## config.mk

```make
export PLATFORM = sky130hd
export DESIGN_NAME = ram_arbiter
export DESIGN_NICKNAME = d
export VERILOG_FILES = /design/src/rtl/ram_arb_pkg.sv /design/src/rtl/rr_pick.sv /design/src/rtl/ram_arbiter.sv
export SDC_FILE = /design/constraint.sdc
export NUM_CORES = 1
export LEC_CHECK = 0
export CORE_MARGIN = 1.5
export CORE_UTILIZATION = 41
export DETAILED_ROUTE_END_ITERATION = 12
export PLACE_DENSITY_LB_ADDON = 0.25
export SLEW_MARGIN = 30
export SYNTH_ARGS = -nofsm -noshare
export SYNTH_HDL_FRONTEND = slang
export SYNTH_HIERARCHICAL = 1
export SYNTH_SLANG_ARGS = --single-unit
```

## constraint.sdc

```tcl
create_clock -name clock -period 2.7 [get_ports clock]
set_input_delay 0.54 -clock clock [delete_from_list [all_inputs] [get_ports clock]]
set_output_delay 0.54 -clock clock [all_outputs]
set_load 0.01 [all_outputs]
```

## src/rtl/ram_arb_pkg.sv

```systemverilog
// Shared types and defaults for the round-robin RAM arbiter.
package ram_arb_pkg;

  localparam int unsigned NUM_REQ_MAX = 4;
  localparam int unsigned AW_DEF      = 4;
  localparam int unsigned DW_DEF      = 8;

  typedef enum logic [1:0] {
    IDLE,
    ISSUE,
    DONE
  } state_t;

endpackage

```

## src/rtl/rr_pick.sv

```systemverilog
// Combinational round-robin picker: first set request scanning last+1, last+2, ... mod NUM_REQ.
module rr_pick #(
  parameter int unsigned NUM_REQ = 2,
  parameter int unsigned LW      = 1
) (
  input  logic [NUM_REQ-1:0] i_req,
  input  logic [LW-1:0]      i_last,
  output logic [LW-1:0]      o_grant,
  output logic               o_valid
);

  logic [LW-1:0] w_idx;

  always_comb begin
    o_grant = '0;
    o_valid = 1'b0;
    w_idx   = '0;
    // Offset k=NUM_REQ wraps back to the last winner, so it is only chosen when alone.
    for (int unsigned k = 1; k <= NUM_REQ; k++) begin
      w_idx = LW'((32'(i_last) + k) % NUM_REQ);
      if (!o_valid && i_req[w_idx]) begin
        o_grant = w_idx;
        o_valid = 1'b1;
      end
    end
  end

endmodule

```

## src/rtl/ram_arbiter.sv

```systemverilog
// Round-robin arbiter serialising single-beat reads/writes from NUM_REQ clients onto one RAM.
// Optional per-requester grant counters are built when RAM_ARB_STATS_EN is defined.
module ram_arbiter
  import ram_arb_pkg::*;
#(
  parameter int unsigned NUM_REQ = 2,
  parameter int unsigned AW      = AW_DEF,
  parameter int unsigned DW      = DW_DEF
`ifdef RAM_ARB_STATS_EN
  ,
  parameter int unsigned CNT_W   = 16
`endif
) (
  input  logic                    clock,
  input  logic                    reset,
  input  logic [NUM_REQ-1:0]      req,
  input  logic [NUM_REQ-1:0]      we,
  input  logic [NUM_REQ*AW-1:0]   addr,
  input  logic [NUM_REQ*DW-1:0]   wdata,
  output logic [NUM_REQ-1:0]      ack,
  output logic [DW-1:0]           rdata,
  output logic                    busy,
  output logic                    ram_read,
  output logic                    ram_write,
  output logic [AW-1:0]           ram_raddr,
  output logic [AW-1:0]           ram_waddr,
  output logic [DW-1:0]           ram_wdata,
  input  logic [DW-1:0]           ram_rdata,
  input  logic                    ram_read_ready,
  input  logic                    ram_write_ready
`ifdef RAM_ARB_STATS_EN
  ,
  output logic [NUM_REQ*CNT_W-1:0] grant_cnt
`endif
);

  localparam int unsigned LW = (NUM_REQ > 1) ? $clog2(NUM_REQ) : 1;

  state_t        r_state;
  state_t        w_next_state;
  logic [LW-1:0] r_last;
  logic [LW-1:0] w_pick;
  logic          w_pick_valid;
  logic          w_take;
  logic          r_we;
  logic [AW-1:0] r_raddr;
  logic [AW-1:0] r_waddr;
  logic [DW-1:0] r_wdata;
  logic [DW-1:0] r_rdata;
  logic [AW-1:0] w_sel_addr;
  logic [DW-1:0] w_sel_wdata;

  rr_pick #(
    .NUM_REQ (NUM_REQ),
    .LW      (LW)
  ) u_rr_pick (
    .i_req   (req),
    .i_last  (r_last),
    .o_grant (w_pick),
    .o_valid (w_pick_valid)
  );

  assign w_sel_addr  = addr[w_pick*AW +: AW];
  assign w_sel_wdata = wdata[w_pick*DW +: DW];

  always_ff @(posedge clock) begin
    if (!reset) begin
      r_state <= IDLE;
    end else begin
      r_state <= w_next_state;
    end
  end

  always_comb begin
    w_next_state = r_state;
    w_take       = 1'b0;
    ack          = '0;
    busy         = 1'b1;
    ram_read     = 1'b0;
    ram_write    = 1'b0;
    rdata        = r_rdata;
    case (r_state)
      IDLE: begin
        busy = 1'b0;
        if (w_pick_valid && ram_read_ready && ram_write_ready) begin
          w_take       = 1'b1;
          w_next_state = ISSUE;
        end
      end
      ISSUE: begin
        ram_read     = !r_we;
        ram_write    = r_we;
        w_next_state = DONE;
      end
      DONE: begin
        ack[r_last] = 1'b1;
        // RAM read data arrives this cycle; forward it so it is visible alongside ack.
        if (!r_we) begin
          rdata = ram_rdata;
        end
        w_next_state = IDLE;
      end
      default: w_next_state = IDLE;
    endcase
  end

  always_ff @(posedge clock) begin
    if (!reset) begin
      r_last  <= LW'(NUM_REQ - 1);
      r_we    <= 1'b0;
      r_raddr <= '0;
      r_waddr <= '0;
      r_wdata <= '0;
      r_rdata <= '0;
    end else begin
      if (w_take) begin
        r_last <= w_pick;
        r_we   <= we[w_pick];
        if (we[w_pick]) begin
          r_waddr <= w_sel_addr;
          r_wdata <= w_sel_wdata;
        end else begin
          r_raddr <= w_sel_addr;
        end
      end
      if (r_state == DONE && !r_we) begin
        r_rdata <= ram_rdata;
      end
    end
  end

  assign ram_raddr = r_raddr;
  assign ram_waddr = r_waddr;
  assign ram_wdata = r_wdata;

`ifdef RAM_ARB_STATS_EN
  logic [NUM_REQ-1:0][CNT_W-1:0] r_cnt;

  always_ff @(posedge clock) begin
    if (!reset) begin
      r_cnt <= '0;
    end else if (w_take && (r_cnt[w_pick] != '1)) begin
      r_cnt[w_pick] <= r_cnt[w_pick] + 1'b1;
    end
  end

  assign grant_cnt = r_cnt;
`else
  // No grant statistics in this build.
`endif

endmodule
```

-- Word-level counts from Yosys, hierarchy flattened
Index checks and enable logic that the tools add are counted.
- register bits after elaboration: 28
- input port bits: 40
- word-level logic and storage cells: 52
- $add $sub $neg: 2
- order comparisons: 5
- equality and inequality tests: 3
- shifts and indexed selects: 2
- mux-type cells: 22
- bitwise gates (word level): 1
- reduce and logical (&&, ||, !) cells: 10
- operators by type and width (operator ; number):
    1-bit 2-to-1 mux ; 16
    8-bit 2-to-1 mux ; 2
    16-bit by 5-bit variable part select with 8-bit output ; 1
    1-bit by 2-bit < comparator with 1-bit output, second input constant ; 4
    8-bit by 4-bit variable part select with 4-bit output ; 1
    1-bit logical AND ; 5
    2-bit 2-to-1 mux ; 2
    2-bit case mux with 2 select lines ; 1
    2-bit AND reduction ; 2
    1-bit adder, second input constant ; 2
    2-bit by 1-bit == test with 1-bit output, second input constant ; 1
    2-bit == test, second input constant ; 1
    1-bit logical NOT ; 2
    2-bit logical NOT ; 1
    2-bit != test, second input constant ; 1
    1-bit demux with 1-bit select ; 1
    1-bit >= comparator, second input constant ; 1
    1-bit inverter ; 1

-- Logic depth before layout (Yosys ltp)
Gate-level depths: netlist of the first run.
- word-level depth: 12
- mapped depth: 6
- depth with buffers taken out: 4

-- By module
The synthesis of the first run kept the hierarchy.
- by module, submodules not included (module ; times used ; cells an instance ; area an instance (um^2) ; sequential area each (um^2)):
    ram_arbiter ; 1 ; 119 ; 1272.5 ; 560.5
    rr_pick ; 1 ; 2 ; 13.8 ; 0.0

-- Worst setup path before layout of the first run
No wires, ideal clock.
- kind: input-to-reg
- start: in req[1]
- end: reg r_we
- library setup time: 0.115 ns
- arrival time: 1.817 ns
- required time: 2.585 ns
- path slack: 0.767 ns
- stages: 6
- buffers on the path: 2
- cell sequence: a21boi_0 -> buf_6 -> mux2_4 -> or3_1 -> buf_6 -> and3b_1
- cells in the longest elaborated chain, start to end: 10
- elaborated cells on any way between the ends: 16
- those cells by class: mux: 12; reduce/logical: 4
- RTL lines (item ; RTL line ; RTL):
    start, declared ; ram_arbiter.sv:16 ; input logic [NUM_REQ-1:0] req,
    1-bit 2-to-1 mux (not written as such) (2 in series) ; rr_pick.sv:21 ; if (!o_valid && i_req[w_idx]) begin
    1-bit 2-to-1 mux ; rr_pick.sv:21 ;
    1-bit logical NOT ; rr_pick.sv:21 ;
    1-bit logical AND ; rr_pick.sv:21 ;
    1-bit 2-to-1 mux ; rr_pick.sv:21 ;
    1-bit logical AND (2 in series) ; ram_arbiter.sv:85 ; if (w_pick_valid && ram_read_ready && ram_write_ready) begin
    1-bit 2-to-1 mux ; ram_arbiter.sv:85 ;
    1-bit 2-to-1 mux ; ram_arbiter.sv:82 ; case (r_state)
    end signal, assigned ; ram_arbiter.sv:118 ; r_we <= we[w_pick];
    end, declared ; ram_arbiter.sv:45 ; logic r_we;
Parallel ways exist; a longest one is shown, timed or not. The select of a mux whose other input is x is not followed.
A chain may end at the register's enable or synchronous reset.

-- Worst setup path after layout of the first run
- start: reg r_state[1]
- end: out rdata[0]
- cells in the longest elaborated chain, start to end: 2
- RTL lines (item ; RTL line ; RTL):
    start, declared ; ram_arbiter.sv:39 ; state_t r_state;
    start signal, assigned ; ram_arbiter.sv:70 ; r_state <= w_next_state;
    2-bit == test ; ram_arbiter.sv:82 ;
    8-bit 2-to-1 mux ; ram_arbiter.sv:82 ;
    end, declared ; ram_arbiter.sv:21 ; output logic [DW-1:0] rdata,
Every way passes these cells.

==> results.yml, run 1 <==
worst_hold_path:
  holdPathStages: 2
  hold_class: "reg2reg"
  hold_end: "ram_raddr[1]"
  min-delay-start: "ram_raddr[1]"
power:
  p_sw_mw: 0.205
  p_leak_nw: 0.904
  p_clk_share_pct: 31.2
  seq_power_share_pct: 48.9
  intPower_mw: 0.692
  power_per_cell_area_nw_per_um2: 434
  p_sw_share_pct: 22.8
  max-vdd-ir-drop_uv: 223
  pwr-share-comb_pct: 20.0
logic_synthesis:
  yosysWarningCount: 6
  async_flop_share_pct: 0
  syn_nets: 161
  syn_inst: 121
  synth_cell_types: 23
  synth_edf_count: 0
  ys_ff_latch: 28
  ys.flop_type: "dfxtp_1"
  syn_area_sq_um: 1290
  seq_area_frac_synth_pct: 43.6
  syn-mean-instance-area_sq_um: 10.6
setup_path:
  critPathRequiredTime_ps: 2160
  cp_cell_sequence: "nor3b_2, buf_4, mux2_2, clkdlybuf4s50_1"
  worstReg2RegEnd: "r_we"
  reg2regPathDepth: 4
  arrival_ps: 1990
  rrSetupSlack_ps: 1030
  critPathSlowestCell: "clkdlybuf4s50_1"
  crit_family: "buffers and inverters"
  crit_type: "reg2out"
  r2r-start: "r_last"
  startpoint_type: "flop"
  cp-end-kind: "output port"
  path_buf_inv: 2
  cpPeakStageDelay_ps: 480
  crit_fanout: 8
placement:
  gp_congestion: 0.743
  hpwl_um: 2490
  place_ws_ps: 320
  port_buffers: 68
drt:
  wirelength_um: 3230
  wl_per_cell_um: 13.8
  drtIter0Drc: 53
  dr.pass1.iters: 4
  drcViolationCount: 0
  viasPerCell: 4.98
  postRouteAntennaNets: 0
  vias: 1161
timing:
  rsz0062_at_grt: "false"
  slew_violations: 0
  fmax_mhz: 395
  setup_ws_ps: 167
  fin_skew_ps: 3.62
  worst_pin_slew_ps: 746
  final.setup.tns_ps: 0
  period_minus_slack_ps: 2530
  hold_viol: 0
  finalSetupViolations: 0
  holdWs_ps: 471
  relSlewSlack_pct: 50.1
  fin_crit_sh_pct: 93.8
global_route:
  grt_pass1_vias: 1189
  grt_max_degree: 26
  grt_usage_pct: 19.5
  grt_overflow: 0
  grt_pass1_wl_um: 5180
  antenna_found_initial: 0
clock_network:
  post_cts_resized: 0
  cts_tree: "yes"
  cts_root_buf: "clkbuf_4"
  cts.sinks: 28
  numCtsBuffers: 3
  h-tree-depth: 1
  clock_latency_ps: 330
  cts_setup_buffers: 0
  cts_buffer_depth: 2
  clk_pin_slew_ps: 160
  cts_hold_buf: 0
run_status:
  status: "finished, final reports clean"
run:
  cap_violations: 0
die:
  ioPinCount: 69
  die-area_sq_um: 3480
  die_h_um: 59.0
  fp-row-count: 20
  start_util_pct: 42.5
  die_width_um: 59.0
  fp.coreArea_sq_um: 3030
finish:
  regArea_sq_um: 561
  nFillCells: 280
  multiInputGateArea_sq_um: 678
  final_nets: 230
  area_delta_synth_final_pct: 60.5
  fin_util_pct: 68.2
  drive_above_1_share_pct: 13.8
  antenna_cells: 0
## synthesized netlist by cell type, drive strengths merged (3+ instances only)
master / count / area, sq um
o211a: 8 / 80.1
mux2: 13 / 150
nand4: 8 / 50.1
and2: 8 / 50.1
nand3: 3 / 15.0
mux2i: 16 / 160
nor3b: 3 / 27.5
nand2: 12 / 45.0
buf: 4 / 32.5
and3b: 4 / 35.0
clkbuf: 5 / 18.8
dfxtp: 28 / 561
## routing by layer
metal	GRT usage, %	wire [um]	share of wire [%]
met5	0	0	0
met4	5.84	27	0.84
met3	3.28	138	4.3
met2	35.2	1680	52
met1	23.5	1370	43
## how the worst max path moves through the flow
stage,startpoint,to,slack [ps],cells past startpoint
2_1_floorplan,req[1],r_we,770,6
3_3_place_gp,req[1],r_we,370,5
3_5_place_dp,req[1],r_we,320,5
4_1_cts,r_state[1],rdata[0],150,4
5_1_grt,r_state[1],rdata[2],70,4
6_report,r_state[1],rdata[0],170,4
## worst reg2reg max path: stages (launching register included)
cell,delay [ps]
dfxtp_1,370
a21boi_2,190
mux2_4,370
or3_1,450
and3b_1,210
## stage by stage
stage / area [sq um] / power [mW] / instances
2_1_floorplan: 1290 / 0.523 / 121
3_3_place_gp: 2010 / 0.621 / 229
3_5_place_dp: 2010 / 0.626 / 229
4_1_cts: 2060 / 0.898 / 233
5_1_grt: 2060 / 0.929 / 233
6_report: 2060 / 0.897 / 233
## power groups by stage
| stage | logic (mW) | clock network [mW] | registers (mW) |
|---|---|---|---|
| after floorplan | 0.0732 | 0 | 0.450 |
| after global placement | 0.174 | 0 | 0.447 |
| after detailed placement | 0.179 | 0 | 0.447 |
| after CTS | 0.180 | 0.280 | 0.438 |
| after global routing | 0.191 | 0.298 | 0.441 |
| final | 0.179 | 0.279 | 0.438 |
## sequential cells by signal, summed over array words and instances (netlist names)
register,flops
r_state,2
r_we,1
ram_wdata,8
r_rdata,8
r_last,1
ram_waddr,4
ram_raddr,4
## area by class of cell
type | count | area share, %
multi-input cells | 84 | 32.8
clock buffers | 3 | 1.09
flip-flops and latches | 28 | 27.2
repair buffers | 73 | 34.8
well taps | 44 | 2.67
clock inverters | 1 | 1.45
## layout by cell type (no fill, tap or decap), drive strengths merged, types with 2 or more instances in the layout
cell type	netlist	final
or2	2	2
o211a	8	8
clkdlybuf4s50	0	68
mux2	13	13
clkbuf	5	3
and2	8	8
nand4	8	8
and3b	4	4
and3	2	2
nand2	12	12
buf	4	5
nor3b	3	3
mux2i	16	16
dfxtp	28	28
nand3	3	3
## logic make-up after synthesis
group | after synthesis | share of synthesized area (%)
flip-flops | 28 | 43.6
AND/OR/NAND/NOR | 44 | 20.7
AO/OA/AOI/OAI | 11 | 7.59
multiplexers | 29 | 24.1
buffers and inverters | 9 | 3.99
(Power assumes the default switching activity.)
==> inputs of run 2 (changes only) <==
Settings changed: CORE_MARGIN 1.5 to not set.
==> results.yml, run 2 (synthesis gave the netlist of run 1 again) <==
run_status:
  status: "complete, but fails checks"
  violations: "design-rule violations"
setup_path:
  setup.worst_path.start: "r_state[1]"
  path_depth: 4
  rrSetupSlack_ps: 920
  reg2regPathDepth: 4
  path_buf_inv: 2
  cp_cell_sequence: "nor3b_2, buf_4, mux2_2, clkdlybuf4s50_1"
  arrival_ps: 2010
  crit_fanout: 8
  critPathRequiredTime_ps: 2160
  endpoint: "rdata[4]"
  cpPeakStageDelay_ps: 490
  r2r-start: "r_last"
  worstReg2RegEnd: "r_we"
  critPathSlowestCell: "clkdlybuf4s50_1"
  crit_family: "buffers and inverters"
  crit_type: "reg2out"
  cp-end-kind: "output port"
  startpoint_type: "flop"
timing:
  worst_pin_slew_ps: 632
  final.setup.tns_ps: 0
  period_minus_slack_ps: 2550
  slew_violations: 0
  fin_skew_ps: 8.25
  holdWs_ps: 471
  fin_crit_sh_pct: 94.6
  fmax_mhz: 392
  relSlewSlack_pct: 57.7
  rsz0062_at_grt: "false"
  finalSetupViolations: 0
  hold_viol: 0
clock_network:
  cts_buffer_depth: 2
  clock_latency_ps: 320
  numCtsBuffers: 3
  cts_root_buf: "clkbuf_4"
  clk_pin_slew_ps: 150
  cts_tree: "yes"
  post_cts_resized: 0
  cts_hold_buf: 0
  cts_setup_buffers: 0
  cts.sinks: 28
  h-tree-depth: 1
die:
  die_width_um: 58.0
  start_util_pct: 45.1
  fp.coreArea_sq_um: 2850
  ioPinCount: 69
  die_h_um: 58.0
  die-area_sq_um: 3370
  fp-row-count: 19
worst_hold_path:
  hold_class: "reg2reg"
run:
  cap_violations: 0
finish:
  final_nets: 230
  drive_above_1_share_pct: 13.2
  area_delta_synth_final_pct: 58.9
  antenna_cells: 0
  layout_common_cells: "clkdlybuf4s50_1 (68), dfxtp_1 (28), mux2i_1 (16)"
  final_common_cell: "clkdlybuf4s50_1"
drt:
  viasPerCell: 5.22
  drcViolationCount: 3
  postRouteAntennaNets: 0
  drtIter0Drc: 48
  vias: 1148
  dr.pass1.iters: 8
  wirelength_um: 3280
  wl_per_cell_um: 14.9
global_route:
  grt_max_degree: 20
  grt_pass1_vias: 1208
  grt_usage_pct: 20.7
  antenna_found_initial: 0
  grt_pass1_wl_um: 5460
  grt_overflow: 0
power:
  power_per_cell_area_nw_per_um2: 433
  finalPower_mw: 0.885
  max-vdd-ir-drop_uv: 290
  p_leak_nw: 0.904
placement:
  gp_congestion: 0.766
  hpwl_um: 2550
  port_buffers: 68
run 2: cell count changes in the layout (fill, tap and decap cells not counted):
cell,delta
a21boi_1,+1
a21boi_2,-1
run 2: worst min path at each step:
stage	from	endpoint	slack [ps]	depth (start not counted)
final	ram_waddr[3]	ram_waddr[3]	470	2
after global routing	ram_waddr[0]	ram_waddr[0]	490	2
after CTS	ram_waddr[3]	ram_waddr[3]	470	2
after detailed placement	ram_waddr[0]	ram_waddr[0]	450	2
after global placement	ram_waddr[3]	ram_waddr[3]	450	2
after floorplan	ram_waddr[0]	ram_waddr[0]	480	2
run 2: area by class of cell:
class	instances	area [sq um]
tap	31	38.8
fill	219	808
timing repair buffer	73	718
clock buffer	3	22.5
multi-input combinational	84	674
clock inverter	1	30.0
sequential	28	561
run 2: per-layer routing:
layer  vias to the layer above  global-route usage [%]  routed length (um)  part of all wire (%)
li1                        572                       -                   -                     -
met1                       540                    26.8                1440                    44
met2                        34                    36.8                1670                    51
met3                         2                    2.46                 148                   4.5
met4                         0                    5.10                  19                  0.58
met5                         -                       0                   0                     0
run 2: worst register-to-register path, stage by stage (launching register included):
cell and delay, ps:
dfxtp_1 360, a21boi_1 260, mux2_4 390, or3_1 460
and3b_1 220
run 2: stage by stage:
stage | cell area, sq um | util (%) | setup WS [ps] | instances
finish | 2040 | 71.7 | 146 | 220
global route | 2040 | 71.7 | 24.1 | 220
CTS | 2040 | 71.7 | 130 | 220
detailed placement | 1990 | 69.8 | 231 | 216
global placement | 1990 | 69.8 | 316 | 216
floorplan | 1290 | - | 767 | 121
run 2: where the power goes:
| group | leakage, nW | internal, mW | switching, mW |
|---|---|---|---|
| combinational | 0.648 | 0.113 | 0.0652 |
| clock | 0.0279 | 0.150 | 0.119 |
| sequential | 0.227 | 0.428 | 0.00998 |
| total | 0.904 | 0.691 | 0.194 |
==> inputs of run 3 (changes only) <==
Settings changed: CORE_UTILIZATION 41 to 44, SYNTH_HIERARCHICAL 1 to not set.
==> results.yml, run 3 <==
drt:
  wl_per_cell_um: 15.1
  drtIter0Drc: 28
  vias: 1319
  viasPerCell: 5.25
  drcViolationCount: 0
  dr.pass1.iters: 4
  wirelength_um: 3800
  postRouteAntennaNets: 0
logic_synthesis:
  seq_area_frac_synth_pct: 37.9
  syn-mean-instance-area_sq_um: 10.6
  syn_nets: 180
  synth_top_area_share_pct: 37.9
  synth_edf_count: 0
  synth_top_cell_by_area: "dfxtp_1"
  synth_common_cells: "dfxtp_1 (28), nor3b_1 (20), o211a_1 (12)"
  ys_ff_latch: 28
  synth_cell_types: 32
  async_flop_share_pct: 0
  syn_area_sq_um: 1480
  yosysWarningCount: 0
  syn_inst: 140
  ys.flop_type: "dfxtp_1"
  synth.most_common_cell: "dfxtp_1"
  synth.area.top_cells: "dfxtp_1 (38%), nor3b_1 (10%), o211a_1 (8.1%), mux2_1 (6.1%), nor3b_2 (5.1%)"
global_route:
  grt_util_met2_pct: 40.6
  grt_max_degree: 17
  met1_usage_pct: 24.9
  grt_pass1_vias: 1334
  grt_overflow: 0
  grt-busiest-layer: "met2"
  use_met3_pct: 3.68
  grt_usage_pct: 22.3
  antenna_found_initial: 0
  grt_pass1_wl_um: 5930
setup_path:
  critPathRequiredTime_ps: 2160
  crit_fanout: 8
  rrSetupSlack_ps: 1180
  cp_cell_sequence: "nand2b_2, nor2_4, mux2_1, clkdlybuf4s50_1"
  cp-end-kind: "output port"
  crit_family: "buffers and inverters"
  critPathSlowestCell: "clkdlybuf4s50_1"
  path_buf_inv: 1
  worstReg2RegEnd: "ram_raddr[2]"
  r2r-start: "r_last"
  reg2regPathDepth: 5
  arrival_ps: 2010
  crit_type: "reg2out"
  cpPeakStageDelay_ps: 490
  startpoint_type: "flop"
  setup.worst_path.start: "r_state[0]"
placement:
  port_buffers: 68
  place_ws_ps: 396
  hpwl_um: 2680
  gp_congestion: 0.736
power:
  power_per_cell_area_nw_per_um2: 414
  finalPower_mw: 0.926
  p_leak_nw: 0.950
  seq_power_share_pct: 47.7
  pwr-share-comb_pct: 22.4
  max-vdd-ir-drop_uv: 192
  p_sw_share_pct: 24.0
  p_clk_share_pct: 29.9
  intPower_mw: 0.703
  p_sw_mw: 0.222
finish:
  antenna_cells: 0
  final_common_cell: "clkdlybuf4s50_1"
  final_nets: 248
  area_delta_synth_final_pct: 51.2
  fin_util_pct: 71.6
  layout_common_cells: "clkdlybuf4s50_1 (68), dfxtp_1 (27), nor3b_1 (20)"
  nFillCells: 244
  drive_above_1_share_pct: 14.5
timing:
  fin_crit_sh_pct: 94.6
  holdWs_ps: 471
  final.setup.tns_ps: 0
  fin_skew_ps: 10.5
  period_minus_slack_ps: 2550
  hold_viol: 0
  fmax_mhz: 392
  rsz0062_at_grt: "false"
  slew_violations: 0
  relSlewSlack_pct: 64.9
  worst_pin_slew_ps: 524
  setup_ws_ps: 147
  finalSetupViolations: 0
worst_hold_path:
  hold_end: "r_state[1]"
  hold_class: "reg2reg"
  holdPathStages: 1
  min-delay-start: "r_state[1]"
clock_network:
  cts_hold_buf: 0
  h-tree-depth: 1
  cts_setup_buffers: 0
  numCtsBuffers: 3
  clock_latency_ps: 330
  cts_tree: "yes"
  post_cts_resized: 0
  cts_buffer_depth: 2
  clk_pin_slew_ps: 150
  cts.sinks: 28
  cts_root_buf: "clkbuf_4"
die:
  fp.coreArea_sq_um: 3130
  die-area_sq_um: 3600
  die_width_um: 60
  ioPinCount: 69
  start_util_pct: 47.3
  fp-row-count: 20
  die_h_um: 60
run:
  cap_violations: 0
run_status:
  status: "finished, final reports clean"
[run 3: power groups by stage]
stage          logic, mW  clock network [mW]  registers (mW)
6_report           0.208               0.277           0.441
5_1_grt            0.221               0.304           0.443
4_1_cts            0.208               0.285           0.441
3_5_place_dp       0.205                   0           0.449
3_3_place_gp       0.201                   0           0.448
2_1_floorplan     0.0912                   0           0.453
[run 3: through the flow]
stage,instance area [sq um],cells
3_3_place_gp,2180,247
5_1_grt,2240,251
3_5_place_dp,2180,247
4_1_cts,2230,251
2_1_floorplan,1480,140
6_report,2240,251
[run 3: layer usage]
metal | wire (um) | part of all wire, %
met2 | 1950 | 51
met4 | 68 | 1.8
met5 | 0 | 0
met1 | 1580 | 42
met3 | 195 | 5.1
[run 3: layout make-up]
type,count,area [sq um],share of cell area [%]
Clock buffer,3,22.5,1.01
Tap cell,44,55.1,2.46
Timing Repair Buffer,72,711,31.7
Inverter,3,11.3,0.503
Sequential cell,28,562,25.1
Clock inverter,1,30.0,1.34
Multi-Input combinational cell,100,847,37.8
[run 3: worst max-delay path by stage]
stage / depth (start not counted) / slack, ps / end
after floorplan: 3 / 1080 / rdata[0]
after global placement: 5 / 440 / ram_waddr[2]
after detailed placement: 3 / 400 / rdata[5]
after CTS: 4 / 130 / rdata[5]
after global routing: 4 / 20 / rdata[5]
final: 4 / 150 / rdata[5]
[run 3: logic make-up after synthesis]
group / after synthesis / synth area share (%)
buffers and inverters: 12 / 5.07
muxes: 11 / 8.12
DFF: 28 / 37.9
and+or+nand+nor: 50 / 25.9
AOI/OAI and AO/OA: 39 / 23.1
==> variant 1 (config.mk and constraints of run 1) <==
`NUM_REQ` is set to 2 in 2 places; all go to 4. Comments in the files are not updated.
--- a/src/rtl/rr_pick.sv
+++ b/src/rtl/rr_pick.sv
@@ -1,6 +1,6 @@
 // Combinational round-robin picker: first set request scanning last+1, last+2, ... mod NUM_REQ.
 module rr_pick #(
-  parameter int unsigned NUM_REQ = 2,
+  parameter int unsigned NUM_REQ = 4,
   parameter int unsigned LW      = 1
 ) (
   input  logic [NUM_REQ-1:0] i_req,
--- a/src/rtl/ram_arbiter.sv
+++ b/src/rtl/ram_arbiter.sv
@@ -3,7 +3,7 @@
 module ram_arbiter
   import ram_arb_pkg::*;
 #(
-  parameter int unsigned NUM_REQ = 2,
+  parameter int unsigned NUM_REQ = 4,
   parameter int unsigned AW      = AW_DEF,
   parameter int unsigned DW      = DW_DEF
 `ifdef RAM_ARB_STATS_EN
Ports: changed (5 resized); port bits go from 69 to 99. No check against the original RTL was run, so the function may have changed too.
==> variant 1 against run 1 <==
Cell count increased by 28%. Non-clock buffer count grew 30. Final area grew 35%. Total power grew 39%. Area after synthesis up 27%. Worst setup slack improved by 0.0076 ns. Worst hold slack worse by 0.011 ns. Routed wire length up 30%. Sequential cell count grew 1.
==> variant 1: results (changes against run 1) <==
vias in the first global route=1450 (+22%); fillers=303 (+8.2%); crit-path max FO=11 (+3); clock buffer depth=2 (unchanged); fin nets=317 (+38%); first-pass GRT wire length=6.54 mm (+26%); worst reg-to-reg path cell count=6 (+2); clock latency on the worst-skew pair=0.27 ns (-0.06 ns); Layout Skew=0.00670 ns (+0.00308 ns); commonest cells in the netlist=dfxtp_1 (29), nand2_1 (29), mux2i_1 (17); initial antenna violation count=0 (unchanged); Syn. warnings=6 (unchanged); switching pwr=0.285 mW (+39%); CTS buffer count=5 (+2); post-synthesis sequential area ratio=35.5% (-8.1 points); GP Congestion=0.780 (+4.9%); register area=581 um2 (+3.6%); hold depth=2 (unchanged); diode count=0 (unchanged); syn_nets=217 (+35%); Critical Path AT=1.99 ns (about the same); status=finished, final reports clean; share of layout cells above drive strength 1=15.2% (+1.4 points); largest net degree at the start of global routing=42 (+62%); H-tree Lvls=2 (+1); Rel. slew slack=77.1% (+27 points); dominant cells by area after synthesis=dfxtp_1 (36%), mux4_2 (15%), mux2i_1 (10%); placed inst area=2650 um2 (+32%); P_leak=1.12 nW (+24%); post-DP HPWL=3.30 mm (+33%); post-route ant nets=0 (unchanged); GRT Total Usage=19.8% (+0.35 points); Worst-path clk slew=0.06 ns (-0.10 ns); Synth cell types=35 (+52%); routed via count=1510 (+30%); First-pass DRT Iterations=4 (unchanged); Post-Route WL=4.21 mm (+30%); Hold WC Path Type=reg -> reg; Max IR drop VDD=0.313 mV (+40%); critical path's slowest cell=clkdlybuf4s50_1; Iteration-0 DRC Markers=50 (-5.7%); port buffer count=98 (+44%); largest stage delay on the critical path=0.48 ns (about the same); CTS Root Cell=clkbuf_8
-- variant 1: path summary, 6_finish.rpt --
check                     from      endpoint  slack [ns]
hold / removal    ram_wdata[4]  ram_wdata[4]        0.46
setup / recovery    r_state[1]      rdata[1]        0.17
setup reg to reg     r_last[1]  ram_raddr[2]        0.48
hold reg to reg   ram_wdata[4]  ram_wdata[4]        0.46
-- variant 1: metrics by stage --
step                      setup WS (ns)  std cells  hold WS (ns)
after floorplan                   0.550        149         0.479
after global placement           0.0686        289         0.444
after detailed placement       -0.00893        289         0.452
after CTS                        0.0419        297         0.461
after global routing             0.0624        298         0.477
final                             0.174        298         0.460
-- variant 1: kinds of logic after synthesis --
group	Yosys count	synth area share [%]
simple gates	61	22.4
mux	38	34.3
flops	29	35.5
buf+inv	12	3.98
compound gates	9	3.83
-- variant 1: what timing repair did --
item | in CTS | in global routing
endpoints found under the setup margin | 0 | 8
gates resized for setup | 0 | 0
setup buffers | 0 | 1
-- variant 1: power groups by stage --
| stage | clock network [mW] | logic [mW] | registers (mW) |
|---|---|---|---|
| global placement | 0 | 0.320 | 0.475 |
| global route | 0.479 | 0.351 | 0.469 |
| detailed placement | 0 | 0.325 | 0.475 |
| CTS | 0.460 | 0.327 | 0.466 |
| finish | 0.456 | 0.324 | 0.466 |
| floorplan | 0 | 0.161 | 0.476 |
-- variant 1: routing by layer --
metal  routed length, um  global-route usage, %  up-vias
met5                   0                      0        -
met4                  47                   7.14        0
met3                 313                   5.96        7
met2                2160                   33.5       67
met1                1690                   23.8      699
li1                    -                      -      737
-- variant 1: critical path: cells and delay by family (launching register included) --
family	cells	cell delay [ns]
buffers and inverters	2	0.63
flip-flops	1	0.47
multiplexers	1	0.34
AND/OR/NAND/NOR	1	0.27
-- variant 1: final cells by class --
cell class	instances	share of cell area, %
Timing Repair Buffer	103	37.0
Inverter	2	0.270
Tap cell	48	2.16
Clock buffer	7	3.10
Multi-Input combinational cell	108	35.5
Sequential cell	29	20.9
Clock inverter	1	1.08
==> variant 2 (config.mk and constraints of run 1) <==
Made on the original files. Encoding of `state_t`: now one-hot (3 bits for 3 states).
--- a/src/rtl/ram_arb_pkg.sv
+++ b/src/rtl/ram_arb_pkg.sv
@@ -5,10 +5,10 @@
   localparam int unsigned AW_DEF      = 4;
   localparam int unsigned DW_DEF      = 8;
 
-  typedef enum logic [1:0] {
-    IDLE,
-    ISSUE,
-    DONE
+  typedef enum logic [2:0] {
+    IDLE  = 3'b001,
+    ISSUE = 3'b010,
+    DONE  = 3'b100
   } state_t;
 
 endpackage
Function: same outputs for any inputs over 10 cycles, from zero or initial values and one cycle with reset low; not proved beyond that.
==> variant 2 against run 1 <==
Sequential cell count is 1 higher. Critical path depth stayed put. Total power up 9.3%. Worst setup slack got worse by 0.042 ns. Final area up 4.4%. Routed wire length increased by 5.0%. Sequential share of layout area decreased by 0.21 points. Count of clock-buffer cells in the layout rose by 4. Area after synthesis increased by 4.0%. Critical path type unchanged. Highest routed layer unchanged.
==> variant 2: results (changes against run 1) <==
status=finished, final reports clean; # resized after CTS=0 (unchanged); crit-path max FO=7 (-1); first-pass GRT wire length=5.32 mm (+2.7%); Final Non-Filler Cells=242 (+3.9%); syn avg cell area=10.7 um2 (+0.66%); Layout Skew=0.00356 ns (-0.0000647 ns); H-tree Lvls=2 (+1); share of layout cells above drive strength 1=15.2% (+1.4 points); port buffer count=68 (unchanged); GP Congestion=0.737 (-0.85%); clock buffer depth=2 (unchanged); Vias/cell=5.06 (+1.6%); DIE AREA=3610 um2 (+3.8%); Hold WC Path Type=reg -> reg; fillers=249 (-11%); Syn. warnings=6 (unchanged); diode count=0 (unchanged); post-DP HPWL=2.51 mm (+0.78%); GRT Total Usage=20.3% (+0.83 points); Max IR drop VDD=0.377 mV (+69%); Rel. slew slack=72.0% (+22 points); largest stage delay on the critical path=0.49 ns; initial antenna violation count=0 (unchanged); First-pass DRT Iterations=4 (unchanged); Placed Instances=232 (+1.3%); vias in the first global route=1223 (+2.9%); post-synthesis sequential area ratio=43.4% (-0.17 points); critical path's slowest cell=clkdlybuf4s50_1; dominant cells by area after synthesis=dfxtp_1 (43%), mux2i_1 (12%), mux2_2 (10%); Synth cell types=27 (+17%); FFs w/ async S/R, synth=0% (unchanged); clock latency on the worst-skew pair=0.32 ns; commonest cells in the netlist=dfxtp_1 (29), mux2i_1 (16), mux2_2 (12), nand2_1 (12), and2_1 (10); largest net degree at the start of global routing=34 (+31%); Critical Path AT=2.04 ns (+0.05 ns); Worst-path clk slew=0.09 ns (-0.07 ns); P_leak=0.895 nW (-1.1%); Post-Route WL=3.39 mm (+5.0%); CTS buffer count=5 (+2); Iteration-0 DRC Markers=26 (-51%); CTS Root Cell=clkbuf_4; syn_nets=165 (+2.5%)
-- variant 2: layout make-up --
type | count | area (um2) | share of cell area [%]
Sequential cell | 29 | 581 | 26.9
Inverter | 1 | 3.75 | 0.174
Timing Repair Buffer | 73 | 718 | 33.3
Clock inverter | 1 | 30.0 | 1.39
Multi-Input combinational cell | 87 | 712 | 33.0
Tap cell | 44 | 55.1 | 2.56
Clock buffer | 7 | 55.1 | 2.56
-- variant 2: path summary, 6_finish.rpt --
path / start / endpoint / slack [ns] / cells after the start
setup / recovery: r_we / rdata[7] / 0.12 / 4
hold / removal: ram_raddr[3] / ram_raddr[3] / 0.46 / 2
setup reg to reg: r_last / ram_raddr[1] / 1.07 / 4
hold reg to reg: ram_raddr[3] / ram_raddr[3] / 0.46 / 2
-- variant 2: worst max-delay path, delay by kind of cell (launching register included) --
kind / cells / cell delay, ns
buffers and inverters: 2 / 0.69
flip-flops: 1 / 0.37
multiplexers: 1 / 0.35
AND/OR/NAND/NOR: 1 / 0.30
-- variant 2: metal layers --
| metal | GRT usage (%) | wire length [um] | part of all wire, % |
|---|---|---|---|
| met5 | 0 | 0 | 0 |
| met1 | 22.5 | 1380 | 41 |
| met4 | 11.4 | 68 | 2.0 |
| met3 | 5.19 | 161 | 4.8 |
| met2 | 34.9 | 1780 | 53 |
-- variant 2: report_power, final --
group / switching [mW] / internal, mW / leakage, nW
clock network: 0.145 / 0.221 / 0.0455
registers: 0.0101 / 0.441 / 0.235
logic: 0.0618 / 0.102 / 0.614
total: 0.217 / 0.764 / 0.895
-- variant 2: logic make-up after synthesis --
kind of cell           after synthesis  share of synthesized area (%)
AO/OA/AOI/OAI                       12                           7.67
buffers and inverters                9                           3.37
flip-flops                          29                           43.4
multiplexers                        29                           23.2
AND/OR/NAND/NOR                     46                           22.4
-- variant 2: what timing repair did --
| item | CTS | global route |
|---|---|---|
| endpoints found under the setup margin | 8 | 0 |
| setup buffers | 2 | 0 |
| endpoints found under the hold margin | 0 | 0 |
-- variant 2: stage by stage --
stage	power, mW	utilization, %	cell area [um2]	worst slack [ns]
after floorplan	0.531	-	1340	0.872
after global placement	0.620	66.7	2050	0.402
after detailed placement	0.624	66.7	2050	0.321
after CTS	0.990	70.0	2150	0.125
after global routing	1.02	70.0	2150	0.0384
final	0.980	70.0	2150	0.125
